<file path="config.mk">
export PLATFORM = sky130hd
export DESIGN_NAME = hdd_pwr_seq
export DESIGN_NICKNAME = d
export VERILOG_FILES = /design/src/rtl/hdd_pwr_seq_pkg.sv /design/src/rtl/hdd_pwr_slot.sv /design/src/rtl/hdd_pwr_seq.sv
export SDC_FILE = /design/constraint.sdc
export NUM_CORES = 1
export LEC_CHECK = 0
export CAP_MARGIN = 40
export CORE_ASPECT_RATIO = 0.75
export CORE_MARGIN = 1.5
export CORE_UTILIZATION = 55
export CTS_CLUSTER_SIZE = 20
export DETAILED_ROUTE_END_ITERATION = 7
export MAX_ROUTING_LAYER = met4
export PLACE_DENSITY = 0.86
export SLEW_MARGIN = 15
export SYNTH_ARGS = -nofsm -noshare
export SYNTH_HDL_FRONTEND = slang
export SYNTH_SLANG_ARGS = --single-unit
</file>
<file path="constraint.sdc">
create_clock -name CLK_1HZ -period 2.44 [get_ports CLK_1HZ]
set_input_delay 0.366 -clock CLK_1HZ [delete_from_list [all_inputs] [get_ports CLK_1HZ]]
set_output_delay 0.366 -clock CLK_1HZ [all_outputs]
set_load 0.02 [all_outputs]
</file>
<file path="src/rtl/hdd_pwr_seq_pkg.sv">
// ----------------------------------------------------------------------------
// hdd_pwr_seq_pkg
//   Shared constants for the staggered HDD spin-up sequencer:
//   - default bay count, spin-up gap and debounce depth
//   - one-hot bay state encoding (OFF / WAIT / ON)
// ----------------------------------------------------------------------------
package hdd_pwr_seq_pkg;

    localparam int DEF_NUM_HDD      = 15;
    localparam int DEF_SPINUP_DELAY = 2;
    localparam int DEF_DEBOUNCE     = 2;

    // One-hot so each output can be taken straight from a single flop.
    typedef enum logic [2:0] {
        HDD_OFF  = 3'b001,
        HDD_WAIT = 3'b010,
        HDD_ON   = 3'b100
    } hdd_state_e;

    localparam int ST_WAIT_BIT = 1;
    localparam int ST_ON_BIT   = 2;

endpackage

</file>
<file path="src/rtl/hdd_pwr_slot.sv">
// ----------------------------------------------------------------------------
// hdd_pwr_slot
//   One drive bay: two-flop synchronisers on the insert and I2C enable lines,
//   insert debounce counter, and the OFF/WAIT/ON bay state machine.
// Ports
//   CLK_1HZ       in   sequencing clock
//   RESET_N       in   asynchronous active-low reset
//   hdd_insert_l  in   raw bay insert (active-low, asynchronous)
//   pwr_en_l_i2c  in   raw I2C power enable (active-low, asynchronous)
//   grant         in   arbiter selects this bay on the coming edge
//   req           out  debounced insert present and I2C enabled
//   waiting       out  bay is in WAIT (registered state bit)
//   on            out  bay is in ON (registered state bit)
//   hold_done     out  bay will be WAIT or mid-debounce after the coming edge
// ----------------------------------------------------------------------------
module hdd_pwr_slot
    import hdd_pwr_seq_pkg::*;
#(
    parameter int DEBOUNCE = DEF_DEBOUNCE
) (
    input  logic CLK_1HZ,
    input  logic RESET_N,
    input  logic hdd_insert_l,
    input  logic pwr_en_l_i2c,
    input  logic grant,
    output logic req,
    output logic waiting,
    output logic on,
    output logic hold_done
);

    localparam int DW = $clog2(DEBOUNCE + 1);
    localparam logic [DW-1:0] DEB_MAX = DW'(DEBOUNCE);

    logic          ins_s1, ins_s2;
    logic          i2c_s1, i2c_s2;
    logic [DW-1:0] deb_cnt;
    hdd_state_e    state;

    assign req = (deb_cnt == DEB_MAX) && !ins_s2 && !i2c_s2;

    always_ff @(posedge CLK_1HZ or negedge RESET_N) begin
        if (!RESET_N) begin
            ins_s1  <= 1'b1;
            ins_s2  <= 1'b1;
            i2c_s1  <= 1'b1;
            i2c_s2  <= 1'b1;
            deb_cnt <= '0;
            state   <= HDD_OFF;
        end else begin
            ins_s1 <= hdd_insert_l;
            ins_s2 <= ins_s1;
            i2c_s1 <= pwr_en_l_i2c;
            i2c_s2 <= i2c_s1;

            if (ins_s2)
                deb_cnt <= '0;
            else if (deb_cnt != DEB_MAX)
                deb_cnt <= deb_cnt + DW'(1);

            // Losing the request always wins over a grant on the same edge.
            unique case (state)
                HDD_OFF:  if (req) state <= HDD_WAIT;
                HDD_WAIT: begin
                    if (!req)
                        state <= HDD_OFF;
                    else if (grant)
                        state <= HDD_ON;
                end
                HDD_ON:   if (!req) state <= HDD_OFF;
                default:  state <= HDD_OFF;
            endcase
        end
    end

    assign waiting = state[ST_WAIT_BIT];
    assign on      = state[ST_ON_BIT];

    // Look-ahead of the next state so SEQ_DONE can be registered on the same
    // edge that finishes the sequence rather than one tick later.
    assign hold_done = ((state == HDD_OFF)  && req)
                    || ((state == HDD_WAIT) && req && !grant)
                    || (!ins_s2 && ((int'(deb_cnt) + 1) < DEBOUNCE));

endmodule

</file>
<file path="src/rtl/hdd_pwr_seq.sv">
// ----------------------------------------------------------------------------
// hdd_pwr_seq
//   Staggered HDD spin-up sequencer with hot-plug support. Each bay requests
//   power when its insert is debounced and its I2C enable is active; bays are
//   powered one at a time, lowest index first, SPINUP_DELAY ticks apart.
// Ports
//   CLK_1HZ       in   1 Hz sequencing clock
//   RESET_N       in   asynchronous active-low reset
//   HDD_INSERT_L  in   [NUM_HDD] bay insert, active-low
//   PWR_EN_L_I2C  in   [NUM_HDD] I2C power enable, active-low
//   PWR_EN_L      out  [NUM_HDD] load-switch enable, active-low
//   PENDING       out  [NUM_HDD] bay waiting for a grant slot
//   SPINUP_BUSY   out  gap counter nonzero
//   SEQ_DONE      out  boot window over, nothing pending/debouncing, gap zero
// ----------------------------------------------------------------------------
module hdd_pwr_seq
    import hdd_pwr_seq_pkg::*;
#(
    parameter int NUM_HDD      = DEF_NUM_HDD,
    parameter int SPINUP_DELAY = DEF_SPINUP_DELAY,
    parameter int DEBOUNCE     = DEF_DEBOUNCE
) (
    input  logic               CLK_1HZ,
    input  logic               RESET_N,
    input  logic [NUM_HDD-1:0] HDD_INSERT_L,
    input  logic [NUM_HDD-1:0] PWR_EN_L_I2C,
    output logic [NUM_HDD-1:0] PWR_EN_L,
    output logic [NUM_HDD-1:0] PENDING,
    output logic               SPINUP_BUSY,
    output logic               SEQ_DONE
);

    localparam int GW = $clog2(SPINUP_DELAY + 1);
    localparam int BW = $clog2(DEBOUNCE + 4);
    localparam logic [BW-1:0] BOOT_MAX = BW'(DEBOUNCE + 3);

    logic [NUM_HDD-1:0] req_vec, wait_vec, on_vec, hold_vec, grant_vec;
    logic [GW-1:0]      gap, gap_nxt;
    logic [BW-1:0]      boot, boot_nxt;
    logic               granted;

    for (genvar i = 0; i < NUM_HDD; i++) begin : g_slot
        hdd_pwr_slot #(
            .DEBOUNCE (DEBOUNCE)
        ) u_slot (
            .CLK_1HZ      (CLK_1HZ),
            .RESET_N      (RESET_N),
            .hdd_insert_l (HDD_INSERT_L[i]),
            .pwr_en_l_i2c (PWR_EN_L_I2C[i]),
            .grant        (grant_vec[i]),
            .req          (req_vec[i]),
            .waiting      (wait_vec[i]),
            .on           (on_vec[i]),
            .hold_done    (hold_vec[i])
        );
    end

    always_comb begin
        // Isolate the lowest set WAIT bit; only offered when the gap has run out.
        grant_vec = '0;
        if (gap == '0)
            grant_vec = wait_vec & (~wait_vec + NUM_HDD'(1));

        // A selected bay that has just lost its request turns OFF instead of
        // ON; the slot is not consumed, so the next WAIT bay goes on a later edge.
        granted = |(grant_vec & req_vec);

        if (granted)
            gap_nxt = GW'(SPINUP_DELAY - 1);
        else if (gap != '0)
            gap_nxt = gap - GW'(1);
        else
            gap_nxt = gap;

        boot_nxt = (boot == BOOT_MAX) ? boot : boot + BW'(1);
    end

    always_ff @(posedge CLK_1HZ or negedge RESET_N) begin
        if (!RESET_N) begin
            gap      <= GW'(SPINUP_DELAY);
            boot     <= '0;
            SEQ_DONE <= 1'b0;
        end else begin
            gap      <= gap_nxt;
            boot     <= boot_nxt;
            SEQ_DONE <= (boot_nxt == BOOT_MAX) && !(|hold_vec) && (gap_nxt == '0);
        end
    end

    assign PWR_EN_L    = ~on_vec;
    assign PENDING     = wait_vec;
    assign SPINUP_BUSY = (gap != '0);

endmodule
</file>
=== Word-level counts from Yosys, hierarchy flattened ===
Index checks and enable logic that the tools add are counted.

* Register bits: 141
* Bits of input ports: 32
* Output and inout bits: 32
* Logic and storage cells: 579

* Add/sub/neg operators: 33
* $lt $le $gt $ge: 15
* Eq/ne operators: 122
* Mux-type cells: 109
* Bitwise logic cells: 4
* Reduce and logical (&&, ||, !) cells: 203

{| class="wikitable"
|+ Operator list
! kind !! count
|-
| $lt A32 B3 Y1 const B || 15
|-
| $mux W3 || 61
|-
| $pmux W3 S3 || 15
|-
| $logic_and A1 B1 Y1 || 92
|-
| $mux W2 || 32
|-
| $ne A2 B2 Y1 const B || 30
|-
| $eq A3 B3 Y1 const B || 17
|-
| $logic_not A1 Y1 || 46
|-
| $add A2 B1 Y3 const B || 15
|-
| $eq A3 B1 Y1 const B || 15
|-
| $eq A3 B2 Y1 const B || 15
|-
| $ne A3 B3 Y1 const B || 15
|-
| $reduce_and A3 Y1 || 15
|-
| $reduce_bool A2 Y1 || 16
|-
| $add A2 B1 Y2 const B || 15
|-
| $and A15 B15 Y15 || 2
|-
| $eq A2 B2 Y1 const B || 15
|-
| $logic_or A1 B1 Y1 || 30
|-
| $ne A2 B1 Y1 const B || 15
|-
| $not A15 Y15 || 2
|-
| $reduce_or A15 Y1 || 2
|-
| $add A15 B1 Y15 const B || 1
|-
| $mux W15 || 1
|-
| $logic_not A2 Y1 || 2
|-
| 2 further kinds || 2
|}

=== Longest topological paths before layout ===
Gate-level depths: netlist (run 1).

* Depth after elaboration: 12
* Gate-level depth with buffers: 8
* Gate-level depth less buffers: 8

=== By module ===
From an unflattened synthesis (run 1), not the netlist that was laid out.

* Cells, all modules: 560
* Area total of the unflattened synthesis: 6327.3 µm²

{| class="wikitable"
|+ By module, submodules not included
! module !! times used !! cells each !! area an instance (µm²) !! seq. area each (µm²)
|-
| hdd_pwr_slot || 15 || 31 || 375.4 || 231.5
|-
| hdd_pwr_seq || 1 || 95 || 696.9 || 151.4
|}

=== Least setup slack after synthesis (run 1) ===
Ideal clock, no wire load.

* Path kind: flip-flop to flip-flop
* Start: reg g_slot[8].u_slot.state[1]
* End: reg SEQ_DONE
* Setup time: 68 ps
* Arrival time: 2076 ps
* Required time: 2372 ps
* Slack: 296 ps
* Stages on the path, launching flop included: 8
* Buffers on the path: 1
* Period minus slack after synthesis: 2144 ps
* Path through: dfrtp_1 -> buf_6 -> or4_4 -> or4_4 -> nor2_4 -> a2111oi_2 -> a2111oi_2 -> and4_1

* Word-level cells in the longest chain between the ends: 12
* Elaborated cells on any way between the ends: 44
* Those cells by class: add/sub (1); eq/ne (2); mux (2); bitwise (3); reduce/logical (36)

{| class="wikitable"
|+ RTL lines
! element !! RTL line !! source
|-
| from (decl) || hdd_pwr_slot.sv:38 || <nowiki>hdd_state_e state;</nowiki>
|-
| from (signal assigned) || hdd_pwr_slot.sv:49 || <nowiki>state <= HDD_OFF;</nowiki>
|-
| from (signal assigned) || hdd_pwr_slot.sv:63 || <nowiki>HDD_OFF: if (req) state <= HDD_WAIT;</nowiki>
|-
| from (signal assigned) || hdd_pwr_slot.sv:66 || <nowiki>state <= HDD_OFF;</nowiki>
|-
| $not A15 Y15 || hdd_pwr_seq.sv:62 || <nowiki>grant_vec = wait_vec & (~wait_vec + NUM_HDD'(1));</nowiki>
|-
| $add A15 B1 Y15 || hdd_pwr_seq.sv:62 ||
|-
| $and A15 B15 Y15 || hdd_pwr_seq.sv:62 ||
|-
| $mux W15 || hdd_pwr_seq.sv:61 || <nowiki>if (gap == '0)</nowiki>
|-
| $logic_not A1 Y1 || hdd_pwr_slot.sv:82 || <nowiki>|| ((state == HDD_WAIT) && req && !grant)</nowiki>
|-
| $logic_and A1 B1 Y1 || hdd_pwr_slot.sv:82 ||
|-
| $logic_or A1 B1 Y1 || hdd_pwr_slot.sv:82 ||
|-
| $logic_or A1 B1 Y1 || hdd_pwr_slot.sv:83 || <nowiki>|| (!ins_s2 && ((int'(deb_cnt) + 1) < DEBOUNCE));</nowiki>
|-
| $reduce_or A15 Y1 || hdd_pwr_seq.sv:86 || <nowiki>SEQ_DONE <= (boot_nxt == BOOT_MAX) && !(|hold_vec) && (gap_nxt == '0);</nowiki>
|-
| $logic_not A1 Y1 || hdd_pwr_seq.sv:86 ||
|-
| $logic_and A1 B1 Y1 || hdd_pwr_seq.sv:86 ||
|-
| $logic_and A1 B1 Y1 * || hdd_pwr_seq.sv:86 ||
|-
| to (signal assigned) || hdd_pwr_seq.sv:86 ||
|-
| to (decl) || hdd_pwr_seq.sv:30 || <nowiki>output logic SEQ_DONE</nowiki>
|}

Mark *: on every way between the ends. The rest lies on a longest branch, timed or not.
A chain may end at the register's enable or synchronous reset.

=== Final worst setup path (run 1) ===
* Start: reg g_slot[4].u_slot.state[1]
* End: reg SEQ_DONE

* Word-level cells in the longest chain between the ends: 12
* Elaborated cells on any way between the ends: 60
* Those cells by class: add/sub (1); eq/ne (2); mux (2); bitwise (3); reduce/logical (52)

{| class="wikitable"
|+ RTL lines
! element !! RTL line
|-
| from (decl) || hdd_pwr_slot.sv:38
|-
| from (signal assigned) || hdd_pwr_slot.sv:49
|-
| from (signal assigned) || hdd_pwr_slot.sv:63
|-
| from (signal assigned) || hdd_pwr_slot.sv:66
|-
| $not A15 Y15 || hdd_pwr_seq.sv:62
|-
| $add A15 B1 Y15 || hdd_pwr_seq.sv:62
|-
| $and A15 B15 Y15 || hdd_pwr_seq.sv:62
|-
| $mux W15 || hdd_pwr_seq.sv:61
|-
| $logic_not A1 Y1 || hdd_pwr_slot.sv:82
|-
| $logic_and A1 B1 Y1 || hdd_pwr_slot.sv:82
|-
| $logic_or A1 B1 Y1 || hdd_pwr_slot.sv:82
|-
| $logic_or A1 B1 Y1 || hdd_pwr_slot.sv:83
|-
| $reduce_or A15 Y1 || hdd_pwr_seq.sv:86
|-
| $logic_not A1 Y1 || hdd_pwr_seq.sv:86
|-
| $logic_and A1 B1 Y1 || hdd_pwr_seq.sv:86
|-
| $logic_and A1 B1 Y1 * || hdd_pwr_seq.sv:86
|}

Marks and branches as above.

==> reports/metrics.yaml, run 1 <==
io_pins: 64
grt_pass1_wl_um: 22100
num_rows: 34
grt_setup_unrepaired: "no"
finClkSkew_ns: 0.00513
min_from: "HDD_INSERT_L[5]"
p_per_area_nw_per_um2: 994
peakVddDrop_v: 0.000541
fp.dieArea_um2: 12400
ctsResizeCount: 0
fill_cells: 812
hold_class: "input pin to flop"
cts_tree: "yes"
min_period_ns: 2.33
slowest_delay_ns: 0.53
antenna_found_initial: 0
maxSlewViolCount: 0
first_global_vias: 4633
synth_ff_type: "dfstp_2"
grt_use_total_pct: 24.2
pwr-share-seq_pct: 38.1
clk_latency_ns: 0.42
routed_wl_um: 13500
yosysUniqueCellTypes: 64
antenna_left: 0
cp-start-kind: "flop"
tightest_slew_ns: 0.554
drc_errors: 0
die_h_um: 96.8
drt_iter0_drc: 362
max_freq_mhz: 429
die_w_um: 128
status: "finished, final reports clean"
leakage_uw: 0.00347
port_buffers: 63
synth_top_area_share_pct: 31.0
path_class: "flop to flop"
critPathRequiredTime_ns: 2.79
synth_area_um2: 6450
synth_top_cell_by_area: "dfstp_2"
startpoint: "g_slot[4].u_slot.state[1]"
finalHoldViolCount: 0
cts.path.max_buffers: 2
ys_ff_latch: 141
first_pass_iters: 5
wl_met1_um: 5600
diodes: 0
place_worst_setup_slack_ns: 0.189
slew-limit-headroom_pct: 62.6
path_clk_slew_ns: 0.06
p_sw_uw: 2380
initial_core_util_pct: 55.9
cp_top_family: "simple AND/OR/NAND/NOR gates"
synth_nets: 649
yosys_warnings: 0
drv_cap: 0
area_growth_pct: 22.8
grt_max_degree: 56
clockPowerShare_pct: 36.0
num-nets-final: 723
async_flop_share_pct: 100
path_cells: "nor3_2 -> nand3_1 -> o211a_1 -> or4_1 -> nor4_1 -> and4_1"
path_buf_inv: 0
cts.sinks: 141
viasPerCell: 5.49
combPwrFrac_pct: 25.9
postSynthCellCount: 585
rr_startpoint: "g_slot[4].u_slot.state[1]"
crit_arrival_ns: 2.68
yosysSeqAreaShare_pct: 56.2
core_um2: 11500
slowest_stage: "dfrtp_1"
setup_ws_ns: 0.110
root_buffer: "clkbuf_16"
route.met2.wl_um: 6670
drive_gt1_share_pct: 21.7
ys_top_cells_by_area: "dfstp_2, dfrtp_1, ha_1, inv_1, xor2_1"
setup_tns_ns: 0
period_share_pct: 95.5
htreeDepth: 4
crit_path_max_fanout: 8
end_kind: "flop"
wl_per_cell_um: 16.2
grt-ovfl-total: 0
vias: 4577
cts_hold_buf: 1
gp_congestion: 0.918
synth_most_common_cell: "dfstp_2"
synth_edf_count: 0
hpwl_um: 9620
cts_made_buffers: 17
internal_power_uw: 5490
met3_length_um: 848
post-cts-setup-buffer-count: 0
syn_avg_cell_area_um2: 11.0
yosys-top-cells-count: "dfstp_2, inv_1, dfrtp_1"
top_layer_used: "met4"
setup_viol: 0
hold_slack_ns: 0.349
power.share.switching_pct: 30.3
-- metrics by stage --
| step | total power (µW) | std cells | area, µm² | util [%] |
|---|---|---|---|---|
| after floorplan | 4380 | 585 | 6450 | - |
| after global placement | 4820 | 801 | 7250 | 62.9 |
| after detailed placement | 5020 | 801 | 7250 | 62.9 |
| after CTS | 7920 | 834 | 7920 | 68.7 |
| after global routing | 8320 | 834 | 7920 | 68.7 |
| final | 7870 | 834 | 7920 | 68.7 |
-- power by group through the flow --
stage / combinational [µW] / clock (µW) / sequential (µW)
after floorplan: 1420 / 0 / 2950
after global placement: 1840 / 0 / 2990
after detailed placement: 1990 / 0 / 3030
after CTS: 2040 / 2870 / 3000
after global routing: 2290 / 2980 / 3050
final: 2040 / 2830 / 3000
-- area by class of cell --
cell class	count	area, µm²	area share, %
clock buffer	23	508	6.41
clock inverter	9	154	1.94
inverter	71	267	3.36
multi-input combinational	346	2380	30.0
sequential	141	3620	45.8
tap	162	203	2.56
timing repair buffer	82	790	9.97
-- cell usage in the layout, fill, tap and decap left out, drive strengths merged, types with 3 or more instances in the layout --
| cell type | count |
|---|---|
| nor2 | 59 |
| clkbuf | 23 |
| o211ai | 6 |
| clkdlybuf4s50 | 62 |
| and3 | 3 |
| xor2 | 29 |
| nand2 | 23 |
| inv | 72 |
| dfstp | 76 |
| dfrtp | 65 |
| buf | 19 |
| and2 | 3 |
| o21a | 3 |
| or3b | 6 |
| ha | 32 |
| nand3 | 8 |
| bufinv | 4 |
| nand2b | 10 |
| nor3b | 13 |
| or4 | 3 |
| nor3 | 27 |
| a2111oi | 3 |
| mux2i | 16 |
| a21oi | 22 |
| a211oi | 5 |
| o22ai | 5 |
| o21ai | 29 |
| nor4 | 5 |
| or3 | 3 |
| nand3b | 3 |
-- state kept, by name, indices dropped and copies added (netlist names) --
register,count
SEQ_DONE,1
boot,3
g_slot.u_slot.deb_cnt,30
g_slot.u_slot.i2c_s1,15
g_slot.u_slot.i2c_s2,15
g_slot.u_slot.ins_s1,15
g_slot.u_slot.ins_s2,15
g_slot.u_slot.state,45
gap,2
-- layer usage --
layer | up-vias | global-route usage [%]
li1 | 2097 | -
met1 | 2261 | 29.4
met2 | 180 | 38.0
met3 | 39 | 6.69
met4 | 0 | 10.5
met5 | - | -
-- logic make-up after synthesis --
family | synth area share [%]
AND/OR/NAND/NOR | 14.5
flip-flops | 56.2
buffers and inverters | 6.95
AO/OA/AOI/OAI | 9.12
adder cells (fa/ha/maj) | 6.21
XOR/XNOR | 4.21
multiplexers | 2.83
-- path summary, 6_finish.rpt --
check                                              end  slack [ns]  cells after the start
min                            g_slot[5].u_slot.ins_s1        0.35                      1
min in group asynchronous  g_slot[3].u_slot.deb_cnt[0]        0.46                      2
max in group asynchronous      g_slot[2].u_slot.i2c_s2        1.20                      3
max                                           SEQ_DONE        0.11                      6
max reg2reg                                   SEQ_DONE        0.11                      6
min reg2reg                    g_slot[6].u_slot.i2c_s2        0.35                      0
Power figures use the tool's default switching activity.
==> run 2, diff against run 1 <==
CTS_CLUSTER_DIAMETER = 80   (was not set)
DONT_BUFFER_PORTS = 1   (was not set)
PLACE_DENSITY = 0.79   (was 0.86)
SETUP_SLACK_MARGIN = 0.3   (was not set)
==> reports/metrics.yaml, run 2 (synthesis gave the netlist of run 1 again) <==
hpwl_um: 9060  # -5.8%
leakage_uw: 0.00337  # -2.8%
slowest_stage: "or3b_2"
maxSlewViolCount: 0  # unchanged
port_buffers: 0  # -100%
die_w_um: 128  # unchanged
setup_ws_ns: 0.293  # +0.183 ns
vias: 4374  # -4.4%
place_inst: 739  # -7.7%
peakVddDrop_v: 0.000652  # +20%
critPathRequiredTime_ns: 2.74  # -0.05 ns
violations: "negative hold slack"
num-nets-final: 699  # -3.3%
status: "finished, violations left"
fill_cells: 849  # +4.6%
initial_core_util_pct: 55.9  # unchanged
path_clk_slew_ns: 0.06  # about the same
r2r_end: "SEQ_DONE"
min_period_ns: 2.15  # -0.183 ns
drive_gt1_share_pct: 25.4  # +3.7 points
place_worst_setup_slack_ns: 0.131  # -0.0585 ns
cp-start-kind: "flop"
diodes: 0  # unchanged
first_pass_iters: 5  # unchanged
cts_tree: "yes"
cts.sinks: 141  # unchanged
fp.dieArea_um2: 12400  # unchanged
reg2reg_depth: 8  # +2
hold_slack_ns: -0.348  # -0.697 ns
period_share_pct: 88.0  # -7.5 points
top_regs: "g_slot.u_slot.state: 45 flops, g_slot.u_slot.deb_cnt: 30 flops"
first_global_vias: 4538  # -2.1%
crit_path_max_fanout: 4  # -4
grt_use_total_pct: 23.8  # -0.39 points
io_pins: 64  # unchanged
grt_pass1_wl_um: 21900  # -0.84%
cts_made_buffers: 17  # unchanged
hold_class: "input pin to async pin"
p_per_area_nw_per_um2: 995  # +0.14%
finalHoldViolCount: 141  # +141
largest_reg_flops: 45  # unchanged
layout.cells.non_filler: 808  # -3.1%
total_power_uw: 7610  # -3.4%
grt-ovfl-total: 0  # unchanged
tightest_slew_ns: 0.465  # -0.0890 ns
clk_latency_ns: 0.41  # about the same
htreeDepth: 4  # unchanged
cts.path.max_buffers: 2  # unchanged
end_kind: "flop"
drv_cap: 0  # unchanged
rrSetupSlack_ns: 0.29  # +0.18 ns
slowest_delay_ns: 0.51  # -0.02 ns
slew-limit-headroom_pct: 68.5  # +5.9 points
final_cell_mix: "dfstp_2, inv_1, dfrtp_1"
core_um2: 11500  # unchanged
path_cells: "inv_1 -> ha_1 -> or3b_2 -> nand2b_1 -> o22ai_1 -> or3_1 -> nor4_2 -> and4_1"
setup_tns_ns: 0  # unchanged
top_register: "g_slot.u_slot.state"
max_freq_mhz: 466  # +8.5%
postLayoutCoreUtil_pct: 66.3  # -2.4 points
finClkSkew_ns: 0.00782  # +0.00269 ns
num_rows: 34  # unchanged
die_h_um: 96.8  # unchanged
antenna_found_initial: 0  # unchanged
cts_hold_buf: 30  # +29
rr_startpoint: "g_slot[9].u_slot.deb_cnt[0]"
drt_iter0_drc: 278  # -23%
crit_arrival_ns: 2.45  # -0.23 ns
routed_wl_um: 13400  # -0.96%
grt_setup_unrepaired: "yes"
viasPerCell: 5.41  # -1.4%
setup_viol: 0  # unchanged
final_common_cell: "dfstp_2"
antenna_left: 0  # unchanged
wl_per_cell_um: 16.5  # +2.2%
area_growth_pct: 18.6
drc_errors: 0  # unchanged
path_class: "flop to flop"
root_buffer: "clkbuf_16"
gp_congestion: 0.866  # -5.6%
grt_max_degree: 142  # +150%
==> run 2: worst max-delay path: cells and delay by family, from the launching register on <==
kind,cells,cell delay (ns)
AND/OR/NAND/NOR,5,1.13
flip-flops,1,0.39
adder cells (fa/ha/maj),1,0.22
AO/OA/AOI/OAI,1,0.21
buffers and inverters,1,0.09
==> run 2: how the worst max path moves through the flow <==
stage	from	slack (ns)	to	depth (start not counted)
floorplan	g_slot[8].u_slot.state[1]	0.30	SEQ_DONE	7
global placement	g_slot[2].u_slot.deb_cnt[0]	0.18	SEQ_DONE	8
detailed placement	g_slot[3].u_slot.deb_cnt[0]	0.13	SEQ_DONE	8
CTS	g_slot[11].u_slot.state[1]	0.27	SEQ_DONE	6
global route	gap[1]	0.17	SEQ_DONE	7
finish	g_slot[9].u_slot.deb_cnt[0]	0.29	SEQ_DONE	8
==> run 2: what timing repair did <==
item / CTS / global route
setup endpoints to repair: 3 / 4
resized for setup: 11 / 11
endpoints found under the hold margin: 171 / 141
setup buffers: 3 / 6
pin swaps: 5 / 11
==> run 2: per-layer routing <==
metal | routed length [µm] | global-route usage (%) | share of wire [%] | vias to the layer above
met5 | 0 | - | 0 | -
met3 | 717 | 6.58 | 5.4 | 16
met2 | 6550 | 37.0 | 49 | 124
met4 | 227 | 7.26 | 1.7 | 0
met1 | 5870 | 30.7 | 44 | 2191
li1 | - | - | - | 2043
==> run 2: area by class of cell <==
type / count / area, µm² / area share (%)
Inverter: 71 / 267 / 3.49
Clock inverter: 8 / 118 / 1.54
Sequential cell: 141 / 3620 / 47.4
Multi-Input combinational cell: 346 / 2460 / 32.2
Timing Repair Buffer: 58 / 514 / 6.73
Clock buffer: 22 / 454 / 5.94
Tap cell: 162 / 203 / 2.65
==> run 2: report_power, final <==
group / internal [µW] / leakage [µW] / total (µW) / switching [µW]
Clock: 1610 / 0.000280 / 2530 / 915
Sequential: 2730 / 0.00166 / 3010 / 279
Combinational: 938 / 0.00143 / 2070 / 1130
==> run 2: metrics by stage <==
| step | cell area, µm² | hold WS (ns) |
|---|---|---|
| 3_3_place_gp | 6610 | 0.0749 |
| 6_report | 7640 | -0.348 |
| 4_1_cts | 7550 | -0.363 |
| 5_1_grt | 7640 | -0.369 |
| 3_5_place_dp | 6610 | 0.0749 |
| 2_1_floorplan | 6450 | 0.0704 |
==> run 3, diff against run 2 <==
SETUP_SLACK_MARGIN = 0.05   (was 0.3)
TNS_END_PERCENT = 5   (was not set)
==> reports/metrics.yaml, run 3 (synthesis gave the netlist of run 1 again) <==
status: "finished, violations left"
violations: "negative hold slack"
setup_tns_ns: 0  # unchanged
leakage_uw: 0.00332  # -1.3%
antenna_left: 0  # unchanged
top_regs: "g_slot.u_slot.state: 45 flops, g_slot.u_slot.deb_cnt: 30 flops"
cp-start-kind: "flop"
max_freq_mhz: 455  # -2.2%
area_growth_pct: 16.7
setup_ws_ns: 0.244  # -0.0489 ns
critPathRequiredTime_ns: 2.79  # +0.05 ns
crit_path_max_fanout: 4  # unchanged
peakVddDrop_v: 0.000728  # +12%
num-nets-final: 692  # -1.0%
power.share.switching_pct: 30.2  # -0.40 points
gp_congestion: 0.936  # +8.1%
setup_viol: 0  # unchanged
path_class: "flop to flop"
combPwrFrac_pct: 25.9  # -1.3 points
route.met2.wl_um: 6270  # -4.2%
place_worst_setup_slack_ns: 0.233  # +0.102 ns
tightest_slew_ns: 0.475  # +0.00996 ns
cts.sinks: 141  # unchanged
hold_slack_ns: -0.357  # -0.00840 ns
top_register: "g_slot.u_slot.state"
routed_wl_um: 13000  # -2.6%
diodes: 0  # unchanged
cts_tree: "yes"
drv_cap: 0  # unchanged
internal_power_uw: 5210  # -1.3%
port_buffers: 0  # unchanged
wl_met1_um: 5520  # -6.0%
num_rows: 34  # unchanged
path_buf_inv: 0  # -1
p_sw_uw: 2260  # -3.1%
grt_pass1_wl_um: 21800  # -0.85%
die_h_um: 96.8  # unchanged
root_buffer: "clkbuf_16"
reg2reg_depth: 6  # -2
startpoint: "g_slot[11].u_slot.state[1]"
min_period_ns: 2.20  # +0.0489 ns
viasPerCell: 5.40  # -0.16%
met3_length_um: 963  # +34%
htreeDepth: 4  # unchanged
cts_hold_buf: 30  # unchanged
grt-ovfl-total: 0  # unchanged
r2r_end: "SEQ_DONE"
drt_iter0_drc: 345  # +24%
antenna_found_initial: 0  # unchanged
postLayoutCoreUtil_pct: 65.3  # -1.0 points
final_common_cell: "dfstp_2"
clockPowerShare_pct: 34.0  # +0.7 points
wl_per_cell_um: 16.2  # -2.0%
period_share_pct: 90.0  # +2.0 points
finClkSkew_ns: 0.00811  # +0.000287 ns
clk_latency_ns: 0.42  # about the same
path_clk_slew_ns: 0.06  # about the same
initial_core_util_pct: 55.9  # unchanged
slowest_stage: "or4_4"
crit_cells: 6  # -2
first_global_vias: 4424  # -2.5%
pwr-share-seq_pct: 40.1  # +0.6 points
drive_gt1_share_pct: 22.5  # -2.9 points
end_kind: "flop"
slew-limit-headroom_pct: 68.0  # -0.47 points
finalHoldViolCount: 141  # unchanged
rrSetupSlack_ns: 0.24  # -0.05 ns
cts.path.max_buffers: 2  # unchanged
grt_use_total_pct: 23.6  # -0.21 points
grt_max_degree: 142  # unchanged
grt_setup_unrepaired: "no"
cts_made_buffers: 17  # unchanged
largest_reg_flops: 45  # unchanged
crit_arrival_ns: 2.55  # +0.10 ns
drc_errors: 0  # unchanged
first_pass_iters: 8  # +3
top_layer_used: "met4"
fp.dieArea_um2: 12400  # unchanged
cp_top_family: "simple AND/OR/NAND/NOR gates"
die_w_um: 128  # unchanged
vias: 4340  # -0.78%
path_cells: "or4_4 -> or4_4 -> nor2_4 -> a2111oi_2 -> a2111oi_2 -> and4_1"
total_power_uw: 7470  # -1.8%
slowest_delay_ns: 0.57  # +0.06 ns
core_um2: 11500  # unchanged
p_per_area_nw_per_um2: 992  # -0.28%
final_cell_mix: "dfstp_2, inv_1, dfrtp_1"
maxSlewViolCount: 0  # unchanged
io_pins: 64  # unchanged
rr_startpoint: "g_slot[11].u_slot.state[1]"
hpwl_um: 9010  # -0.52%
hold_class: "input pin to async pin"
-- run 3: per-stage QoR --
stage / area (µm²) / instances
detailed placement: 6620 / 740
CTS: 7510 / 802
finish: 7520 / 803
global route: 7520 / 803
global placement: 6620 / 740
floorplan: 6450 / 585
-- run 3: power groups by stage --
stage               logic, µW  registers (µW)  clock network (µW)
floorplan                1420            2950                   0
global placement         1710            2980                   0
detailed placement       1830            3020                   0
CTS                      1920            2990                2580
global route             2190            3040                2680
finish                   1930            2990                2540
-- run 3: worst max-delay path by stage --
| stage | endpoint | slack, ns |
|---|---|---|
| detailed placement | SEQ_DONE | 0.23 |
| global route | g_slot[10].u_slot.state[2] | 0.09 |
| finish | SEQ_DONE | 0.24 |
| CTS | SEQ_DONE | 0.22 |
| floorplan | SEQ_DONE | 0.30 |
| global placement | SEQ_DONE | 0.25 |
-- run 3: metal layers --
layer	up-vias	GRT usage, %
met3	24	8.46
met5	-	-
met4	0	7.95
met1	2137	30.0
met2	144	35.3
li1	2035	-
-- run 3: area by class of cell --
class                           count  area (µm²)
Clock buffer                       26         509
Clock inverter                      6        82.6
Fill cell                         840        4000
Inverter                           71         267
Multi-Input combinational cell    346        2380
Sequential cell                   141        3620
Tap cell                          162         203
Timing Repair Buffer               51         458
-- run 3: worst register-to-register path, stage by stage, from the launching register on --
cell       delay, ns
dfrtp_1         0.38
or4_4           0.57
or4_4           0.45
nor2_4          0.14
a2111oi_2       0.10
a2111oi_2       0.28
and4_1          0.22
-- run 3: timing repair --
action / in CTS / in global routing
resized for setup: 0 / 1
endpoints found under the setup margin: 0 / 2
endpoints found under the hold margin: 171 / 141
setup buffers: 0 / 1
